==> config.mk <==
export PLATFORM = sky130hd
export DESIGN_NAME = pe_mac_stream
export DESIGN_NICKNAME = d
export VERILOG_FILES = /design/src/rtl/pe_mac_stream.sv
export SDC_FILE = /design/constraint.sdc
export NUM_CORES = 1
export LEC_CHECK = 0
export ABC_CLOCK_PERIOD_IN_PS = 10000
export BUFFER_PORTS_ARGS = -buffer_cell sky130_fd_sc_hd__buf_2
export CORE_MARGIN = 1
export CORE_UTILIZATION = 40
export DETAILED_ROUTE_END_ITERATION = 8
export PLACE_DENSITY_LB_ADDON = 0.3
export SYNTH_ARGS = -nofsm -noshare
export SYNTH_HDL_FRONTEND = slang
export SYNTH_SLANG_ARGS = --single-unit
==> constraint.sdc <==
create_clock -name clk -period 10 [get_ports clk]
set_clock_uncertainty 0.1 [all_clocks]
set_input_delay 2 -clock clk [delete_from_list [all_inputs] [get_ports clk]]
set_output_delay 2 -clock clk [all_outputs]
set_load 0.01 [all_outputs]
==> src/rtl/pe_mac_stream.sv <==
// Systolic-array processing element: forwards operands east/south and multiply-accumulates
// valid operand pairs, with optional signed arithmetic, saturation and a shift-chain readout.
module pe_mac_stream #(
  parameter int DATA_W = 8,
  parameter int ACC_W  = 24,
  parameter int SIGNED = 0,
  parameter int SAT    = 0
) (
  input  logic              clk,
  input  logic              rst,
  input  logic [DATA_W-1:0] u,
  input  logic              u_vld,
  input  logic [DATA_W-1:0] l,
  input  logic              l_vld,
  input  logic              clr,
  input  logic              load,
  input  logic              shift,
  input  logic [ACC_W-1:0]  sin,
  input  logic              sin_vld,
  output logic [DATA_W-1:0] r,
  output logic              r_vld,
  output logic [DATA_W-1:0] d,
  output logic              d_vld,
  output logic [ACC_W-1:0]  out,
  output logic              out_vld,
  output logic              ovf
);

  localparam int PROD_W = 2 * DATA_W;

  logic [DATA_W-1:0] r_fwd_l, r_fwd_u;
  logic              r_fwd_l_vld, r_fwd_u_vld;
  logic [ACC_W-1:0]  r_acc, r_out;
  logic              r_out_vld, r_ovf;

  logic              w_mac;
  logic [PROD_W-1:0] w_prod;
  logic [ACC_W-1:0]  w_prod_ext, w_addend, w_lhs, w_raw, w_sat, w_res;
  logic [ACC_W:0]    w_wide;
  logic              w_ovf;

  assign w_mac = u_vld & l_vld;

  // Operands are extended to the full product width before multiplying; the low PROD_W
  // bits of that product are identical for signed and unsigned interpretation.
  assign w_prod = (SIGNED != 0) ? (PROD_W'($signed(u)) * PROD_W'($signed(l)))
                                : (PROD_W'(u) * PROD_W'(l));
  assign w_prod_ext = (SIGNED != 0) ? ACC_W'($signed(w_prod)) : ACC_W'(w_prod);
  assign w_addend   = w_mac ? w_prod_ext : '0;

  // load ignores clr so the final sum always includes the accumulated value.
  assign w_lhs  = (clr & ~load) ? '0 : r_acc;
  assign w_wide = {1'b0, w_lhs} + {1'b0, w_addend};
  assign w_raw  = w_wide[ACC_W-1:0];

  // NOTE: every signal written here gets a value on every path, so no latch is inferred.
  always_comb begin
    w_ovf = 1'b0;
    w_sat = '1;
    if (SIGNED != 0) begin
      w_ovf = (w_lhs[ACC_W-1] == w_addend[ACC_W-1]) && (w_raw[ACC_W-1] != w_lhs[ACC_W-1]);
      w_sat = w_lhs[ACC_W-1] ? {1'b1, {(ACC_W-1){1'b0}}} : {1'b0, {(ACC_W-1){1'b1}}};
    end else begin
      w_ovf = w_wide[ACC_W];
    end
  end

  assign w_res = ((SAT != 0) && w_ovf) ? w_sat : w_raw;

  // NOTE: non-blocking assignments keep every register update race-free within the edge.
  always_ff @(posedge clk) begin
    if (rst) begin
      r_fwd_l     <= '0;
      r_fwd_u     <= '0;
      r_fwd_l_vld <= 1'b0;
      r_fwd_u_vld <= 1'b0;
      r_acc       <= '0;
      r_out       <= '0;
      r_out_vld   <= 1'b0;
      r_ovf       <= 1'b0;
    end else begin
      r_fwd_l     <= l;
      r_fwd_u     <= u;
      r_fwd_l_vld <= l_vld;
      r_fwd_u_vld <= u_vld;
      if (load) begin
        r_acc     <= '0;
        r_out     <= w_res;
        r_out_vld <= 1'b1;
      end else begin
        r_acc <= w_res;
        if (shift) begin
          r_out     <= sin;
          r_out_vld <= sin_vld;
        end else begin
          r_out_vld <= 1'b0;
        end
      end
      // Sticky flag; a clr/load cycle restarts it from that cycle's own overflow.
      r_ovf <= (clr | load) ? w_ovf : (r_ovf | w_ovf);
    end
  end

  assign r       = r_fwd_l;
  assign r_vld   = r_fwd_l_vld;
  assign d       = r_fwd_u;
  assign d_vld   = r_fwd_u_vld;
  assign out     = r_out;
  assign out_vld = r_out_vld;
  assign ovf     = r_ovf;

endmodule

## Word-level counts from Yosys, hierarchy flattened

Cells that the tools add are included.

- Register bits after elaboration: 68
- Logic and storage cells: 24

- $add $sub $neg: 1
- Multipliers: 1
- Muxes and demuxes: 7
- Bitwise gates (word level): 5
- Reductions and logical operators: 2

Operators with widths:

| operator | count |
|---|---|
| $mux 24 | 3 |
| $add 24x16->25 | 1 |
| $mul 8x8->16 | 1 |
| $mux 16 | 1 |
| $mux 1 | 3 |
| $and 1x1->1 | 2 |
| $or 1x1->1 | 2 |
| $reduce_bool 2->1 | 1 |
| $reduce_or 2->1 | 1 |
| $not 1->1 | 1 |

## Depth between registers and ports, before layout

Gate-level depths: netlist (run 1).

- Word-level depth: 6
- Gate-level depth with buffers: 24
- Mapped depth without buffers: 24

## Least setup slack after synthesis (run 1)

OpenSTA, ideal clock, no wires.

- Kind: input -> register
- Start: input port u[1]
- End: register r_acc[22]
- Data arrival time: 7239 ps
- Setup slack: 2596 ps
- Stages on the path: 21
- Buffers on the path: 0
- Cell sequence: and2_1 -> fa_1 -> fa_1 -> fa_1 -> inv_1 -> fa_1 -> inv_1 -> ha_1 -> or2_2 -> a211oi_1 -> a211oi_1 -> a221oi_1 -> xnor2_1 -> nor2_1 -> ha_1 -> inv_1 -> nor3_1 -> o21ai_1 -> a21oi_1 -> mux2_2 -> nor2_1

- Cells in the longest elaborated chain, start to end: 3

RTL lines:

| element | line | source |
|---|---|---|
| start: declaration | 11 | `input logic [DATA_W-1:0] u,` |
| $mul 8x8->16 | 47 | `: (PROD_W'(u) * PROD_W'(l));` |
| $mux 16 | 49 | `assign w_addend = w_mac ? w_prod_ext : '0;` |
| $add 24x16->25 | 53 | `assign w_wide = {1'b0, w_lhs} + {1'b0, w_addend};` |
| end signal: assignment | 91 | `r_acc <= w_res;` |
| end: declaration | 33 | `logic [ACC_W-1:0] r_acc, r_out;` |

Every way passes these cells.
A chain may end at the register's enable or synchronous reset.

## Worst setup path after layout (run 1)

Same ends and word-level chain as after synthesis.

==> results of run 1 <==
-- per-stage QoR --
stage,utilization,setup slack [ns]
final,0.479,2.36
after global routing,0.479,1.97
after CTS,0.479,2.35
after detailed placement,0.457,2.01
after global placement,0.457,2.19
after floorplan,-,2.60
-- cell families after synthesis --
family,Yosys count,synth area share
AOI/OAI and AO/OA,113,0.149
muxes,13,0.0249
xor gates and xnor gates,34,0.0544
adders and majority gates,89,0.254
buffers and inverters,80,0.0567
DFF,68,0.249
and+or+nand+nor,218,0.212
-- per-layer routing --
metal	GRT usage	vias up
met1	0.218	2164
met3	0.0321	24
met2	0.323	84
li1	-	2222
met4	0.0783	0
met5	0	-
-- area by class of cell --
cell class / count / area, µm² / area share
Multi-Input combinational cell: 467 / 3800 / 0.597
Tap cell: 176 / 220 / 0.0346
Sequential cell: 68 / 1360 / 0.214
Clock inverter: 7 / 75.1 / 0.0118
Clock buffer: 9 / 225 / 0.0354
Inverter: 58 / 218 / 0.0342
Timing Repair Buffer: 93 / 470 / 0.0739
-- power by group through the flow --
| stage | sequential (µW) | clock (µW) | combinational [µW] |
|---|---|---|---|
| detailed placement | 301 | 0 | 463 |
| CTS | 295 | 337 | 465 |
| finish | 295 | 327 | 459 |
| global route | 297 | 347 | 526 |
| floorplan | 307 | 0 | 356 |
| global placement | 301 | 0 | 453 |
-- worst paths after layout --
check,from,end,cells past startpoint
setup / recovery,u[1],r_acc[22],22
hold / removal,ovf,ovf,2
setup reg to reg,r_acc[0],r_acc[22],11
hold reg to reg,ovf,ovf,2
-- synthesized netlist by cell type, types with 2 or more instances --
cell type / instances / area (µm²)
and2_1: 69 / 432
dfxtp_1: 68 / 1360
inv_1: 58 / 218
ha_1: 52 / 651
nor2_1: 48 / 180
fa_1: 37 / 741
nand2_1: 34 / 128
nor2b_1: 34 / 213
a211oi_1: 31 / 233
xnor2_1: 21 / 184
a21oi_1: 19 / 95.1
a21o_1: 15 / 113
clkbuf_1: 15 / 56.3
xor2_1: 13 / 114
o21ai_0: 9 / 45.0
mux2i_1: 8 / 80.1
and3_1: 6 / 37.5
nand3_1: 6 / 30.0
o22ai_1: 6 / 37.5
a21oi_2: 4 / 35.0
a31oi_1: 4 / 25.0
buf_1: 4 / 15.0
nand2b_1: 4 / 25.0
mux2_1: 3 / 33.8
nand4_1: 3 / 18.8
nor3_1: 3 / 15.0
nor4_1: 3 / 18.8
o21a_1: 3 / 22.5
o21ai_1: 3 / 15.0
a21boi_1: 2 / 15.0
buf_2: 2 / 10.0
mux2_2: 2 / 22.5
nor3b_1: 2 / 15.0
o21bai_1: 2 / 15.0
or2_2: 2 / 12.5
-- worst min-delay path, cell delays in order (launching register included) --
cell	delay [ns]
dfxtp_1	0.31
nand3b_1	0.08
nand2_1	0.04
-- sequential cells by signal, summed over array words and instances (netlist names) --
register and count:
d 8, out 24, d_vld 1, ovf 1
r_acc 24, out_vld 1, r 8, r_vld 1
==> metrics, run 1 <==
CTS root buf clkbuf_16; setup_tns 0 ns; RSZ-0062 raised after global routing false; Syn. warnings 0; CTS tree done; largest net degree at the start of global routing 42; Worst Path Arrival 7.81 ns; Cell Pwr Density roughly 170 nW/µm²; gr usage total 0.183; final WL ~12000 µm; Yosys reg bits between 60 and 70; slowest CP cell fa_1; WP buf/inv 4; worst slew pin tran 0.763 ns; Cells after Synth 615; crit-path cells buf_2, and2_1, fa_1, fa_1, fa_1, inv_1, fa_1, inv_1, ha_1, or2_2, a211oi_1, a211oi_1, a221oi_1, xnor2_1, nor2_1, ha_1, inv_1, nor3_1, o21ai_1, a21oi_1, mux2_2, nor2_1; I/O Buffers 91; dpl hpwl 9360 µm; DRT Pass-1 Iters 4; drt first-iter violations roughly 140; Clock power frac 0.302; Final setup viols 0; vias after detailed routing 4494; number of max-cap violations 0; hold_buf cts 0; antenna cells 0; leak pwr 0.00308 µW; DR top layer met4; fmax 131 MHz; post-route cell area 6370 µm²; DR WL met3 371 µm; Initial Util 0.412; reg-to-reg setup timing slack 7.19 ns; WHS approximately 0.37 ns; vias in the first global route 4702; routability cong. 0.829; post-synth cell types 55; Sink Count 68; Seq pwr share 0.273; first-pass GRT wire length 21300 µm; Overall Power between 1000 and 1500 µW; net count after synthesis ~750; CP endpoint kind flip-flop; status finished, final reports clean; Pint 685 µW; minimum clock period approximately 7.6 ns; Post-synth ARST share 0; Largest stage delay, worst path 0.56 ns; Critical Path Start Type primary input; Most common cell on crit path fa_1; row cnt between 40 and 50; fraction of layout cells with a size suffix above 1 0.177; met2 wire len 6150 µm; initial antenna violation count 0; Placed Cells 862; clock-pin slew on the worst setup and hold paths ~0.060 ns; drt wl/cell between 10 and 15 µm; H-tree depth 3; Setup CP Type primary input to flip-flop; Max rail drop VDD 0.0822 mV; Main synth FF type dfxtp_1; Chip Height 119 µm; Via density a little over 5; antenna-violating nets left 0; IO Pins 92; Core Box Area 13300 µm²; clk buf depth 2; GR Overflow Total 0; Hold Crit Class flip-flop to flip-flop; worst skew pair latency about 0.33 ns; crit path max fanout 9; Comb power frac 0.425; Max Slew Vio Count 0; Post-CTS Resized 0; Die ar. 14200 µm²; syn_area_per_cell about 8.9 µm²; most frequent cells in the layout buf_2 (91), and2_1 (69), dfxtp_1 (68); commonest non-fill, non-tap cell in the layout buf_2; Remaining DRCs 0; register area share after synthesis 0.249; Post-CTS Setup Bufs 0; Final Non-Filler Cells 878; Cell Area, Synth around 5500 µm²; Psw 396 µW; EDFF count, synth 0; area grow syn2layout 16.4%; cell family with most CP delay adder cells; Final Hold Viols 0; Fillers 1273; Die X between 100 and 150 µm; DP Area ~6100 µm²; Num CTS Buffers 9; Critical Path RT 10.17 ns; Final Cycle Share 0.764; met1 WL 5290 µm; Rel. slew slack 0.491; switch share 0.366; Final #Nets approximately 830
Note: power is estimated with default switching activity, not from simulation.
==> run 2: changes to the inputs <==
ABC_CLOCK_PERIOD_IN_PS = 6360   (was 10000)
clock period = 6.36 ns   (was 10 ns; I/O delays follow)
==> metrics, run 2 (synthesized netlist as in run 1, its figures left out) <==
dpl hpwl 9890 µm (+5.6%); leak pwr 0.00351 µW (+14%); drt first-iter violations 208 (+45%); worst hold start ovf; RSZ-0062 raised after global routing true; Critical Path RT 6.54 ns (-3.63 ns); vias after detailed routing 4785 (+6.5%); worst slew pin tran 0.764 ns (+0.00143 ns); worst skew pair latency 0.34 ns (about the same); Remaining DRCs 0 (unchanged); final WL 13100 µm (+7.8%); Seq pwr share 0.230 (-0.043); Core Box Area 13300 µm² (unchanged); number of max-cap violations 0 (unchanged); clk buf depth 2 (unchanged); first-pass GRT wire length 21400 µm (+0.88%); Max Slew Vio Count 0 (unchanged); Die ar. 14200 µm² (unchanged); Rel. slew slack 0.490 (-0.000955); I/O Buffers 91 (unchanged); Max rail drop VDD 0.141 mV (+72%); RR Endpoint r_acc[20]; routability cong. 0.852 (+2.7%); antenna cells 0 (unchanged); DRT Pass-1 Iters 4 (unchanged); Cell Pwr Density 272 nW/µm² (+60%); gr usage total 0.188 (+0.00437); FF-to-FF Start r_acc[0]; Setup CP Type primary input to flip-flop; crit path from l[3]; CP endpoint kind flip-flop; row cnt 42 (unchanged); Pint 1290 µW (+88%); Placed Cells 928 (+7.7%); Clock power frac 0.259 (-0.043); commonest non-fill, non-tap cell in the layout buf_2; CTS tree done; Final Non-Filler Cells 952 (+8.4%); Hold Crit Depth 2 (unchanged); Final setup viols 0 (unchanged); most frequent cells in the layout buf_2 (79), buf_4 (78), dfxtp_1 (68); fmax 162 MHz; Critical Path Start Type primary input; Worst Path Arrival 6.37 ns (-1.44 ns); clock-pin slew on the worst setup and hold paths 0.06 ns (about the same); Chip Height 119 µm (unchanged); antenna-violating nets left 0 (unchanged); Final #Nets 908 (+8.9%); Initial Util 0.412 (unchanged); H-tree depth 3 (unchanged); Hold Crit Class flip-flop to flip-flop; crit path max fanout 8 (-1); reg-to-reg setup timing slack 3.70 ns (-3.49 ns); CTS root buf clkbuf_16; IO Pins 92 (unchanged); Sink Count 68 (unchanged); Num CTS Buffers 9 (unchanged); drt wl/cell 13.7 µm (-0.56%); Final Hold Viols 0 (unchanged); Comb power frac 0.511 (+0.086); switch share 0.361 (-0.00531); Register-to-Register Path Depth 11 (unchanged); Die X 119 µm (unchanged); vias in the first global route 4663 (-0.83%); setup_tns 0 ns (unchanged); fraction of layout cells with a size suffix above 1 0.339 (+0.162); Via density 5.03 (-1.8%); Min-Delay Endpoint ovf; Final Cycle Share 0.974; area grow syn2layout 35.4%; Psw 728 µW (+84%); status finished, final reports clean; initial antenna violation count 0 (unchanged); minimum clock period approximately 6.2 ns; GR Overflow Total 0 (unchanged); largest net degree at the start of global routing 42 (unchanged)
==> run 2: changes by cell type in the layout (fill, tap and decap cells not counted), moves of 9 or more <==
cell and delta:
a21oi_1 -9, buf_2 -12, buf_4 +76, ha_1 -12
ha_4 +10, inv_1 -10, inv_2 +10
==> run 2: area by class of cell <==
| class | instances | area [µm²] |
|---|---|---|
| Fill cell | 1179 | 5890 |
| Multi-Input combinational cell | 467 | 4200 |
| Sequential cell | 68 | 1360 |
| Timing Repair Buffer | 167 | 1100 |
| Clock buffer | 9 | 225 |
| Tap cell | 176 | 220 |
| Inverter | 58 | 218 |
| Clock inverter | 7 | 82.6 |
==> run 2: repair_timing <==
| action | in CTS | in global routing |
|---|---|---|
| hold buffers | 0 | 0 |
| gates resized for setup | 9 | 81 |
| pin swaps | 16 | 55 |
| endpoints found under the setup margin | 13 | 28 |
| setup buffers | 3 | 5 |
==> run 2: how the worst max path moves through the flow <==
stage | end | slack [ns] | cells after the start
floorplan | r_acc[19] | 0.002 | 22
global placement | out[14] | -0.41 | 21
detailed placement | r_acc[21] | -0.43 | 23
CTS | r_acc[21] | -0.0003 | 22
global route | r_acc[21] | -0.09 | 22
finish | r_acc[21] | 0.17 | 21
==> run 2: power by group through the flow <==
stage | Sequential (µW) | Combinational (µW) | Clock (µW)
2_1_floorplan | 483 | 602 | 0
3_3_place_gp | 473 | 894 | 0
3_5_place_dp | 474 | 912 | 0
4_1_cts | 464 | 933 | 535
5_1_grt | 467 | 1160 | 550
6_report | 464 | 1030 | 522
==> run 2: layer usage <==
metal  global-route usage  routed length (µm)  vias to the layer above
li1                     -                   -                     2376
met1                0.238                5740                     2326
met2                0.322                6660                       63
met3               0.0278                 399                       20
met4               0.0696                 265                        0
met5                    0                   0                        -
==> run 2: worst max-delay path, cell delays in order <==
cell,delay (ns)
buf_6,0.12
and2_1,0.18
fa_2,0.37
fa_1,0.53
inv_1,0.05
fa_1,0.45
fa_1,0.50
inv_2,0.05
ha_4,0.23
a2111o_1,0.43
a2111oi_4,0.37
a21oi_2,0.07
xnor2_1,0.18
nor2_1,0.09
ha_4,0.33
nand3_4,0.09
nor3_4,0.28
o211ai_4,0.16
a21boi_2,0.22
mux2_4,0.31
nor2_1,0.08
==> run 2: stage by stage <==
| step | hold slack, ns | instance area [µm²] | util | power, µW | setup WS, ns |
|---|---|---|---|---|---|
| after floorplan | 0.386 | 5590 | - | 1090 | 0.00162 |
| after global placement | 0.360 | 6690 | 0.503 | 1370 | -0.405 |
| after detailed placement | 0.368 | 6690 | 0.503 | 1390 | -0.428 |
| after CTS | 0.379 | 7050 | 0.530 | 1930 | -0.000324 |
| after global routing | 0.399 | 7410 | 0.557 | 2170 | -0.0857 |
| final | 0.380 | 7410 | 0.557 | 2020 | 0.168 |
==> run 3: changes to the inputs <==
RECOVER_POWER = 25   (was unset)
==> metrics, run 3 (synthesized netlist as in run 1, its figures left out) <==
status finished, violations left; violated checks capacitance limit, slew limit; minimum clock period 6.19 ns (-0.00131 ns); Die ar. 14200 µm² (unchanged); Critical Path RT 6.54 ns (about the same); Seq pwr share 0.230 (about the same); Final Cycle Share 0.973 (about the same); routability cong. 0.852 (unchanged); switch share 0.361 (about the same); vias in the first global route 4663 (unchanged); commonest non-fill, non-tap cell in the layout buf_4; worst skew pair latency 0.34 ns (about the same); Comb power frac 0.511 (about the same); CP endpoint kind flip-flop; Cell Pwr Density 273 nW/µm² (+0.10%); Worst Path Arrival 6.37 ns (about the same); Critical Path Start Type primary input; Final #Nets 908 (unchanged); final core occ 0.556 (-0.000659); crit path max fanout 8 (unchanged); Psw 728 µW (about the same); clock-pin slew on the worst setup and hold paths 0.06 ns (about the same); Chip Height 119 µm (unchanged); antenna-violating nets left 0 (unchanged); hold_buf cts 0 (unchanged); IO Pins 92 (unchanged); vias after detailed routing 4795 (+0.21%); CTS root buf clkbuf_16; most frequent cells in the layout buf_4 (78), buf_2 (72), dfxtp_1 (68); Num CTS Buffers 9 (unchanged); Hold Crit Class flip-flop to flip-flop; DRT Pass-1 Iters 4 (unchanged); antenna cells 0 (unchanged); Sink Count 68 (unchanged); drt wl/cell 13.8 µm (+0.16%); area grow syn2layout 35.2%; Core Box Area 13300 µm² (unchanged); Die X 119 µm (unchanged); Final setup viols 0 (unchanged); row cnt 42 (unchanged); Clock power frac 0.259 (about the same); H-tree depth 3 (unchanged); RSZ-0062 raised after global routing true; I/O Buffers 91 (unchanged); worst slew pin tran 1.83 ns (+1.07 ns); Rel. slew slack -0.221 (-0.712); GR Overflow Total 0 (unchanged); Final Hold Viols 0 (unchanged); DP Area 6690 µm² (unchanged); Max rail drop VDD 0.141 mV (about the same); post-route cell area 7400 µm² (-0.12%); Pint 1290 µW (about the same); Max Slew Vio Count 41 (+41); Setup CP Type primary input to flip-flop; clk buf depth 2 (unchanged); largest net degree at the start of global routing 42 (unchanged); initial antenna violation count 0 (unchanged); gr usage total 0.188 (unchanged); Initial Util 0.412 (unchanged); Via density 5.04 (+0.21%); final WL 13100 µm (+0.16%); CTS tree done; fraction of layout cells with a size suffix above 1 0.330 (-0.00902); dpl hpwl 9890 µm (unchanged); number of max-cap violations 1 (+1); fmax 162 MHz (about the same); Remaining DRCs 0 (unchanged); leak pwr 0.00349 µW (-0.69%); drt first-iter violations 208 (unchanged); first-pass GRT wire length 21400 µm (unchanged)
[run 3: cell count changes in the layout (fill, tap and decap cells not counted)]
cell / previous run / this run
buf_2: 79 / 72
clkbuf_1: 0 / 7
[run 3: area by class of cell]
type,count,area [µm²]
sequential,68,1360
clock buffer,9,225
inverter,58,218
fill,1184,5900
clock inverter,7,82.6
timing repair buffer,167,1100
tap,176,220
multi-input combinational,467,4200
[run 3: through the flow]
step / std cells / setup slack, ns / TNS (ns) / power (µW) / hold slack [ns]
4_1_cts: 947 / -0.000324 / -0.000324 / 1930 / 0.379
5_1_grt: 952 / -0.0857 / -0.328 / 2170 / 0.399
2_1_floorplan: 615 / 0.00162 / 0 / 1090 / 0.386
6_report: 952 / 0.170 / 0 / 2020 / 0.382
3_5_place_dp: 928 / -0.428 / -8.54 / 1390 / 0.368
3_3_place_gp: 928 / -0.405 / -7.21 / 1370 / 0.360
[run 3: path summary, 6_finish.rpt]
| kind | end | startpoint | slack, ns | cells after the start |
|---|---|---|---|---|
| min | ovf | ovf | 0.38 | 2 |
| min reg2reg | ovf | ovf | 0.38 | 2 |
| max | r_acc[21] | l[3] | 0.17 | 21 |
| max reg2reg | r_acc[20] | r_acc[0] | 3.70 | 11 |
[run 3: worst max-delay path, cell delays in order]
cell       delay [ns]
buf_6            0.12
and2_1           0.18
fa_2             0.37
fa_1             0.53
inv_1            0.05
fa_1             0.45
fa_1             0.50
inv_2            0.05
ha_4             0.23
a2111o_1         0.43
a2111oi_4        0.37
a21oi_2          0.07
xnor2_1          0.18
nor2_1           0.09
ha_4             0.33
nand3_4          0.09
nor3_4           0.28
o211ai_4         0.16
a21boi_2         0.22
mux2_4           0.31
nor2_1           0.08
[run 3: metal layers]
metal / global-route usage / wire [µm]
met1: 0.238 / 5730
met2: 0.322 / 6670
met3: 0.0278 / 412
met4: 0.0696 / 281
met5: 0 / 0
[run 3: power by group through the flow]
| stage | Combinational [µW] | Sequential [µW] | Clock [µW] |
|---|---|---|---|
| 2_1_floorplan | 602 | 483 | 0 |
| 3_3_place_gp | 894 | 473 | 0 |
| 3_5_place_dp | 912 | 474 | 0 |
| 4_1_cts | 933 | 464 | 535 |
| 5_1_grt | 1160 | 467 | 550 |
| 6_report | 1030 | 464 | 522 |
[run 3: what timing repair did]
item / 4_1_cts / 5_1_grt
pin swaps: 16 / 55
setup endpoints to repair: 13 / 28
gates resized for setup: 9 / 81
buffers inserted: 3 / 5
